<file path="src/rtl/systolic_result_drain_pkg.sv">
// Shared definitions for the systolic result drain: FSM encoding and
// the bank/word address split used on the SRAM write port.
package systolic_result_drain_pkg;

   typedef enum logic [1:0] {
      ST_IDLE  = 2'd0,
      ST_DRAIN = 2'd1,
      ST_DONE  = 2'd2
   } drain_state_e;

   localparam int ROW_CNT_W = 16;

   // Bank-select field width; a single-bank system still carries one bit.
   function automatic int bank_bits(input int banks);
      return (banks > 1) ? $clog2(banks) : 1;
   endfunction

endpackage

</file>
<file path="src/rtl/systolic_result_drain_row_fifo.sv">
// Two-entry row buffer between the systolic array and the SRAM write port.
// The head entry is read straight from storage, so it is already registered.
module drain_row_fifo #(
   parameter int WIDTH = 128
) (
   input  logic             clk,
   input  logic             rst,
   input  logic             push,
   input  logic             pop,
   input  logic [WIDTH-1:0] wdata,
   output logic [WIDTH-1:0] head,
   output logic             full,
   output logic             empty
);

   logic [WIDTH-1:0] mem [2];
   logic             wr_ptr;
   logic             rd_ptr;
   logic [1:0]       count;
   logic             do_push;
   logic             do_pop;

   assign full    = (count == 2'd2);
   assign empty   = (count == 2'd0);
   // A full FIFO refuses a push even when it is popped in the same cycle.
   assign do_push = push && !full;
   assign do_pop  = pop && !empty;
   assign head    = mem[rd_ptr];

   always_ff @(posedge clk or posedge rst) begin
      if (rst) begin
         wr_ptr <= 1'b0;
         rd_ptr <= 1'b0;
         count  <= 2'd0;
      end else begin
         if (do_push) wr_ptr <= ~wr_ptr;
         if (do_pop)  rd_ptr <= ~rd_ptr;
         count <= count + {1'b0, do_push} - {1'b0, do_pop};
      end
   end

   always_ff @(posedge clk) begin
      if (do_push) mem[wr_ptr] <= wdata;
   end

endmodule

</file>
<file path="src/rtl/systolic_result_drain.sv">
// Drains result rows from the systolic array into banked SRAM, one row per
// word at consecutive (wrapping) global addresses starting at dst_addr.
module systolic_result_drain
   import systolic_result_drain_pkg::*;
#(
   parameter  int ARRAY_SIZE = 4,
   parameter  int ACC_WIDTH  = 32,
   parameter  int SRAM_WIDTH = 256,
   parameter  int SRAM_BANKS = 4,
   parameter  int ADDR_WIDTH = 20,
   localparam int BANK_W     = bank_bits(SRAM_BANKS),
   localparam int ROW_W      = ARRAY_SIZE * ACC_WIDTH
) (
   input  logic                     clk,
   input  logic                     rst,
   input  logic                     start,
   input  logic [ADDR_WIDTH-1:0]    dst_addr,
   input  logic [ROW_CNT_W-1:0]     num_rows,
   input  logic                     row_valid,
   input  logic [ROW_W-1:0]         row_data,
   output logic                     row_ready,
   output logic                     sram_we,
   output logic [BANK_W-1:0]        sram_bank,
   output logic [ADDR_WIDTH-BANK_W-1:0] sram_addr,
   output logic [SRAM_WIDTH-1:0]    sram_wdata,
   input  logic                     sram_ready,
   output logic                     busy,
   output logic                     done,
   output logic                     error
);

   drain_state_e          state;
   drain_state_e          next_state;
   logic [ADDR_WIDTH-1:0] dst_q;
   logic [ROW_CNT_W-1:0]  num_q;
   logic [ROW_CNT_W-1:0]  acc_cnt;
   logic [ROW_CNT_W-1:0]  wr_cnt;
   logic [ROW_W-1:0]      head;
   logic                  fifo_full;
   logic                  fifo_empty;
   logic                  push;
   logic                  pop;
   logic                  launch;
   logic [ADDR_WIDTH-1:0] g_addr;

   drain_row_fifo #(.WIDTH(ROW_W)) u_fifo (
      .clk   (clk),
      .rst   (rst),
      .push  (push),
      .pop   (pop),
      .wdata (row_data),
      .head  (head),
      .full  (fifo_full),
      .empty (fifo_empty)
   );

   assign launch    = (state == ST_IDLE) && start;
   assign row_ready = (state == ST_DRAIN) && !fifo_full && (acc_cnt < num_q);
   assign push      = row_valid && row_ready;
   assign sram_we   = (state == ST_DRAIN) && !fifo_empty;
   assign pop       = sram_we && sram_ready;
   assign busy      = (state != ST_IDLE);
   assign done      = (state == ST_DONE);

   // Write fields come only from registered state, so they hold while stalled.
   assign g_addr     = dst_q + ADDR_WIDTH'(wr_cnt);
   assign sram_bank  = sram_we ? g_addr[BANK_W-1:0] : '0;
   assign sram_addr  = sram_we ? g_addr[ADDR_WIDTH-1:BANK_W] : '0;
   assign sram_wdata = sram_we ? SRAM_WIDTH'(head) : '0;

   always_ff @(posedge clk or posedge rst) begin
      if (rst) state <= ST_IDLE;
      else     state <= next_state;
   end

   always_comb begin
      next_state = state;
      case (state)
         ST_IDLE:  if (start) next_state = (num_rows == '0) ? ST_DONE : ST_DRAIN;
         ST_DRAIN: if (pop && (wr_cnt == num_q - 1'b1)) next_state = ST_DONE;
         ST_DONE:  next_state = ST_IDLE;
         default:  next_state = ST_IDLE;
      endcase
   end

   always_ff @(posedge clk or posedge rst) begin
      if (rst) begin
         dst_q   <= '0;
         num_q   <= '0;
         acc_cnt <= '0;
         wr_cnt  <= '0;
         error   <= 1'b0;
      end else if (launch) begin
         dst_q   <= dst_addr;
         num_q   <= num_rows;
         acc_cnt <= '0;
         wr_cnt  <= '0;
         error   <= 1'b0;
      end else begin
         if (push) acc_cnt <= acc_cnt + 1'b1;
         if (pop)  wr_cnt  <= wr_cnt + 1'b1;
         // Rows offered when nothing is expecting them are a producer bug.
         if (row_valid && ((state != ST_DRAIN) || (acc_cnt >= num_q))) error <= 1'b1;
      end
   end

endmodule

</file>
<file path="config.mk">
export PLATFORM = sky130hd
export DESIGN_NAME = systolic_result_drain
export DESIGN_NICKNAME = d
export VERILOG_FILES = /design/src/rtl/systolic_result_drain_pkg.sv /design/src/rtl/systolic_result_drain_row_fifo.sv /design/src/rtl/systolic_result_drain.sv
export SDC_FILE = /design/constraint.sdc
export NUM_CORES = 1
export LEC_CHECK = 0
export BUFFER_PORTS_ARGS = -buffer_cell sky130_fd_sc_hd__buf_4
export CAP_MARGIN = 0
export CORE_MARGIN = 10
export CORE_UTILIZATION = 35
export DETAILED_ROUTE_END_ITERATION = 12
export HOLD_SLACK_MARGIN = 0.02
export PLACE_DENSITY_LB_ADDON = 0.15
export SLEW_MARGIN = 25
export SYNTH_ARGS = -nofsm -noshare
export SYNTH_HDL_FRONTEND = slang
export SYNTH_SLANG_ARGS = --single-unit
</file>
<file path="constraint.sdc">
create_clock -name clk -period 12.7 [get_ports clk]
set_input_delay 3.81 -clock clk [delete_from_list [all_inputs] [get_ports clk]]
set_output_delay 3.81 -clock clk [all_outputs]
set_load 0.02 [all_outputs]
</file>
# == After elaboration in Yosys (flattened, before gate mapping) ==
# Memories as Yosys holds them, arrays and structs flattened.
# Index checks and enable logic that the tools add are counted.
# classes
n_bitwise,2
eq_ne,7
n_reduce_logical,21
magnitude_cmp,2
muxes,15
add_sub_neg,6
# op_table
operator,n
$mux W128,1
$mux W16,4
$add A16 B1 Y16 const B,2
$add A20 B16 Y20,1
$mux W18,1
$eq A16 B16 Y1,1
$ge A16 B16 Y1,1
$logic_not A16 Y1,1
$lt A16 B16 Y1,1
$sub A16 B1 Y16 const B,1
$logic_and A1 B1 Y1,10
$mux W2,4
$reduce_bool A2 Y1,4
$eq A2 B2 Y1 const B,2
$logic_not A2 Y1,2
$mux W1,4
$ne A2 B1 Y1 const B,2
$pmux W2 S2,1
$add A2 B1 Y2,1
$eq A2 B1 Y1 const B,1
$logic_not A1 Y1,2
$ne A2 B2 Y1 const B,1
$not A1 Y1,2
$reduce_and A2 Y1,1
2 further kinds,2
# totals
regBits,75
elab_cells,63
memories,1
output_inout_bits,281
ram_bits,256
# mem_list
name,depth,word_bits,read_ports,rd_clocked_by_memory_dff,wr,line,rtl
u_fifo.mem,2,128,1,0,1,systolic_result_drain_row_fifo.sv:16,logic [WIDTH-1:0] mem [2];

# == Logic depth before layout (Yosys ltp) ==
# logic_depth
depth_word,8
depth_mapped,10
ltp_nobuf,9

# == Hierarchy ==
# Synthesis repeated with hierarchy kept, for this count alone.
# hier_totals
hier_cells,1303
area_unflattened_um2,16377.0
# modules_own_cells
mod,instances,cells_each,area_each_um2
drain_row_fifo,1,417,9481.6
systolic_result_drain,1,886,6895.4

# == Worst setup path before layout ==
# OpenSTA, ideal clock, no wires.
# synth_path
path_type,input to register
from,input row_valid
to,"memory u_fifo.mem[0][0], enable pin"
t_required_ns,12.084
path_buffers,1
t_arrival_ns,9.941
path_stages,4
path_slack_ns,2.143
path_cell_list,o21ai_0 or4_4 buf_2 nor2_1
# synth_via
elab_chain_len,4
# synth_rtl
item,line,rtl
"start, declared",systolic_result_drain.sv:19,"input logic row_valid,"
$logic_and A1 B1 Y1,systolic_result_drain.sv:59,assign push = row_valid && row_ready;
$logic_and A1 B1 Y1,systolic_result_drain_row_fifo.sv:26,assign do_push = push && !full;
$mux W1,systolic_result_drain_row_fifo.sv:43,if (do_push) mem[wr_ptr] <= wdata;
$mux W1 (not written as such),systolic_result_drain_row_fifo.sv:43,
"end, declared",systolic_result_drain_row_fifo.sv:16,
# Every way passes these cells.

# == Final worst setup path ==
# layout_path
from,register wr_cnt[0]
to,output sram_addr[16]
# layout_via
elab_chain_len,2
# layout_rtl
item,line,rtl
"start, declared",systolic_result_drain.sv:37,logic [ROW_CNT_W-1:0] wr_cnt;
"start signal, assigned",systolic_result_drain.sv:101,if (pop) wr_cnt <= wr_cnt + 1'b1;
$add A20 B16 Y20,systolic_result_drain.sv:66,assign g_addr = dst_q + ADDR_WIDTH'(wr_cnt);
$mux W18,systolic_result_drain.sv:68,assign sram_addr = sram_we ? g_addr[ADDR_WIDTH-1:BANK_W] : '0;
"end, declared",systolic_result_drain.sv:24,"output logic [ADDR_WIDTH-BANK_W-1:0] sram_addr,"
# Every way passes these cells.

==> impl_metrics.yaml <==
grt:
  grt_pass1_wl_mm: 63.6
  grt_pass1_vias: 10592
  grt_max_degree: 84
  grt_usage_pct: 15.2
  overflow: 0
  antenna_found_initial: 2
sta:
  period_minus_slack_ps: 7160
  hold_violations: 0
  relSlewSlack_pct: 36.9
  clock.fmax_mhz: 140
  maxSlewViolCount: 0
  clock_skew_ps: 29.5
  worstMarginPinSlew_ps: 946
  hold_slack_ps: 491
  period_share_pct: 56.4
  setup_viol: 0
  final.setup.tns_ps: 0
  rsz0062_at_grt: "no"
  setup_slack_ps: 5540
clock_tree:
  cts_hold_buffers: 0
  cts.sinks: 331
  postCtsSetupRepairBufs: 0
  cts_root_buf: "clkbuf_16"
  ctsResizeCount: 0
  cts_buffers: 40
  clock_latency_ps: 570
  cts_tree: "done"
  clk_pin_slew_worst_paths_ps: 50
  ctsHtreeMaxLevel: 2
  cts.path.max_buffers: 3
worst_setup_path:
  critPathKind: "reg -> out"
  crit_path_max_fanout: 6
  crit_buf_inv: 1
  endpoint_kind: "primary output"
  critPathTopFamily: "simple AND/OR/NAND/NOR gates"
  cp-start-kind: "register"
  cp.arrival_ps: 3350
  r2r_setup_slack_ps: 8750
  slowest_stage: "dfrtp_1"
  crit_chain: "ha_1 -> fa_1 -> a211oi_1 -> nor3_1 -> nor4b_1 -> o31ai_1 -> nand3_1 -> xor2_1 -> nor2_1 -> buf_4"
  cpPeakStageDelay_ps: 450
  required_ps: 8890
route:
  ant_nets: 0
  routed_via_density: 4.55
  wirelength_mm: 41.9
  route.detailed.drc: 0
  wl_per_cell_um: 18.9
  drt_iter0_markers: 605
  vias: 10119
  drtPass1Iterations: 5
finish:
  fillers: 4182
  drive_gt1_share_pct: 24.6
  area_growth_pct: 25.0
  final_cell_count_no_fill: 2224
  final_nets: 1806
floorplan:
  die_x_um: 231
  die_area_mm2: 0.0533
  initial_core_util_pct: 35.3
  coreArea_mm2: 0.0441
  fp.dieH_um: 231
  fp-row-count: 77
  io_pins: 450
synthesis:
  synth_seq_cells: 331
  yosys_warnings: 0
  syn-cell-area_mm2: 0.0156
  synth_edf_count: 256
  synth_cells: 1273
  synthDistinctLibCells: 53
  async_reset_ff_share_pct: 22.7
  seq_area_frac_synth_pct: 61.5
  synthFlopType: "edfxtp_1"
  avgSynthCellArea_um2: 12.2
placement:
  gp_congestion: 0.830
  hpwl_mm: 30.1
  place_ws_ps: 5670
  io_buffers: 321
  dp_cells: 2147
pwr:
  powerDensity_mw_per_mm2: 241
  ir_drop_mv: 0.146
  p_leak_nw: 8.40
worst_hold_path:
  hold_path.class: "reg -> reg"
status:
  status: "completed"
job:
  drv_cap: 0
-- through the flow --
step / power [mW] / util (%) / instance area, um^2
after CTS: 4.76 / 43.9 / 19400
after global placement: 3.65 / 41.1 / 18100
after detailed placement: 3.66 / 41.2 / 18200
final: 4.68 / 44.1 / 19500
after global routing: 4.97 / 44.1 / 19400
after floorplan: 2.89 / - / 16000
-- where the power goes --
part / leakage [nW] / internal, mW / total [mW] / switching (mW)
clock: 0.598 / 0.607 / 1.06 / 0.457
sequential: 3.30 / 1.46 / 1.60 / 0.139
combinational: 4.50 / 0.767 / 2.02 / 1.25
-- metal layers --
metal / vias up / track usage, % / part of all wire (%)
met5: - / 0 / 0
met4: 0 / 4.56 / 2.1
met3: 55 / 6.17 / 8.9
met2: 289 / 25.1 / 49
met1: 4877 / 18.0 / 40
li1: 4898 / - / -
-- kinds of logic (layout without fill, tap and decap cells) --
| kind of cell | Yosys count | after routing | share of synthesized area [%] |
|---|---|---|---|
| and+or+nand+nor | 397 | 397 | 11.2 |
| DFF | 331 | 331 | 61.5 |
| buffers and inverters | 210 | 439 | 8.21 |
| muxes | 130 | 130 | 8.36 |
| AOI/OAI and AO/OA | 109 | 109 | 4.39 |
| xor gates and xnor gates | 57 | 57 | 3.21 |
| adders and majority gates | 38 | 38 | 3.10 |
| other | 1 | 131 | 0.0241 |
-- synth_stat cells, drive strengths merged, types with 2 or more instances --
cell type    n  area share [%]
o2111ai      3            0.17
dfrtp       75              12
or2          2           0.080
or3          8            0.32
a21boi       3            0.14
o21bai       3            0.14
nand2b       6            0.24
nor3        16            0.51
mux2i      130             8.4
nand3       22            0.71
a21oi       22            0.71
a31oi        4            0.16
clkbuf      43             1.0
o21ai       37             1.2
nand2      105             2.5
nor2       184             4.4
nand4       16            0.64
edfxtp     256              49
nor2b        4            0.16
a211oi       6            0.29
buf        133             6.4
xnor2       33             1.9
and2         5            0.20
o21a         2           0.096
inv         34            0.82
nor4        13            0.62
o211ai       6            0.29
and4         2            0.11
ha          37             3.0
a21o        11            0.53
and3         8            0.32
o31ai        5            0.24
xor2        24             1.4
-- area by class of cell --
type / count / area (um^2) / share of cell area [%]
Antenna cell: 3 / 7.51 / 0.0386
Tap cell: 592 / 741 / 3.81
Inverter: 34 / 129 / 0.662
Timing Repair Buffer: 333 / 2560 / 13.2
Clock buffer: 49 / 1030 / 5.32
Sequential cell: 331 / 9570 / 49.2
Clock inverter: 23 / 194 / 0.997
Multi-Input combinational cell: 859 / 5220 / 26.8
-- tightest hold or removal path, stage by stage, from the launching register on --
cell     delay, ps
dfrtp_1        350
nand2_1         50
nand2_1         60
-- final timing paths --
kind                                        from                          end  depth (start not counted)
hold reg to reg             dst_q[6]$_DFFE_PP0P_         dst_q[6]$_DFFE_PP0P_                          2
max in group asynchronous                    rst    u_fifo.rd_ptr$_DFFE_PP0P_                          3
min in group asynchronous                    rst        dst_q[17]$_DFFE_PP0P_                          2
hold / removal              dst_q[6]$_DFFE_PP0P_         dst_q[6]$_DFFE_PP0P_                          2
setup / recovery           wr_cnt[0]$_DFFE_PP0P_                sram_addr[16]                         10
setup reg to reg           num_q[11]$_DFFE_PP0P_  u_fifo.mem[1][67]$_DFFE_PP_                          9
-- cells in the final DEF (no fill, tap or decap), types with 3 or more instances in the layout --
| master | Yosys | layout |
|---|---|---|
| a211oi_1 | 6 | 6 |
| a21boi_0 | 3 | 3 |
| a21o_1 | 11 | 11 |
| a21oi_1 | 22 | 22 |
| a31oi_1 | 4 | 4 |
| and2_1 | 5 | 3 |
| and3_1 | 8 | 8 |
| buf_16 | 0 | 3 |
| buf_4 | 128 | 329 |
| clkbuf_1 | 43 | 9 |
| clkbuf_16 | 0 | 40 |
| clkinv_1 | 0 | 8 |
| clkinv_2 | 0 | 9 |
| conb_1 | 1 | 128 |
| dfrtp_1 | 75 | 74 |
| diode_2 | 0 | 3 |
| edfxtp_1 | 256 | 256 |
| ha_1 | 37 | 37 |
| inv_1 | 34 | 33 |
| mux2i_1 | 130 | 130 |
| nand2_1 | 105 | 104 |
| nand2b_1 | 6 | 6 |
| nand3_1 | 22 | 22 |
| nand4_1 | 16 | 16 |
| nor2_1 | 184 | 183 |
| nor2b_1 | 4 | 4 |
| nor3_1 | 16 | 16 |
| nor4_1 | 12 | 12 |
| o2111ai_1 | 3 | 3 |
| o211ai_1 | 6 | 6 |
| o21ai_0 | 36 | 36 |
| o21bai_1 | 3 | 3 |
| o31ai_1 | 5 | 5 |
| or3_1 | 8 | 8 |
| xnor2_1 | 33 | 33 |
| xor2_1 | 24 | 24 |
-- state kept, by name (all words and copies together), names as in the netlist --
| signal | count |
|---|---|
| u_fifo.mem | 256 |
| dst_q | 20 |
| acc_cnt | 16 |
| num_q | 16 |
| wr_cnt | 16 |
| state | 2 |
| u_fifo.count | 2 |
| error | 1 |
| u_fifo.rd_ptr | 1 |
| u_fifo.wr_ptr | 1 |
No activity file was read; power rests on OpenSTA's default activity.
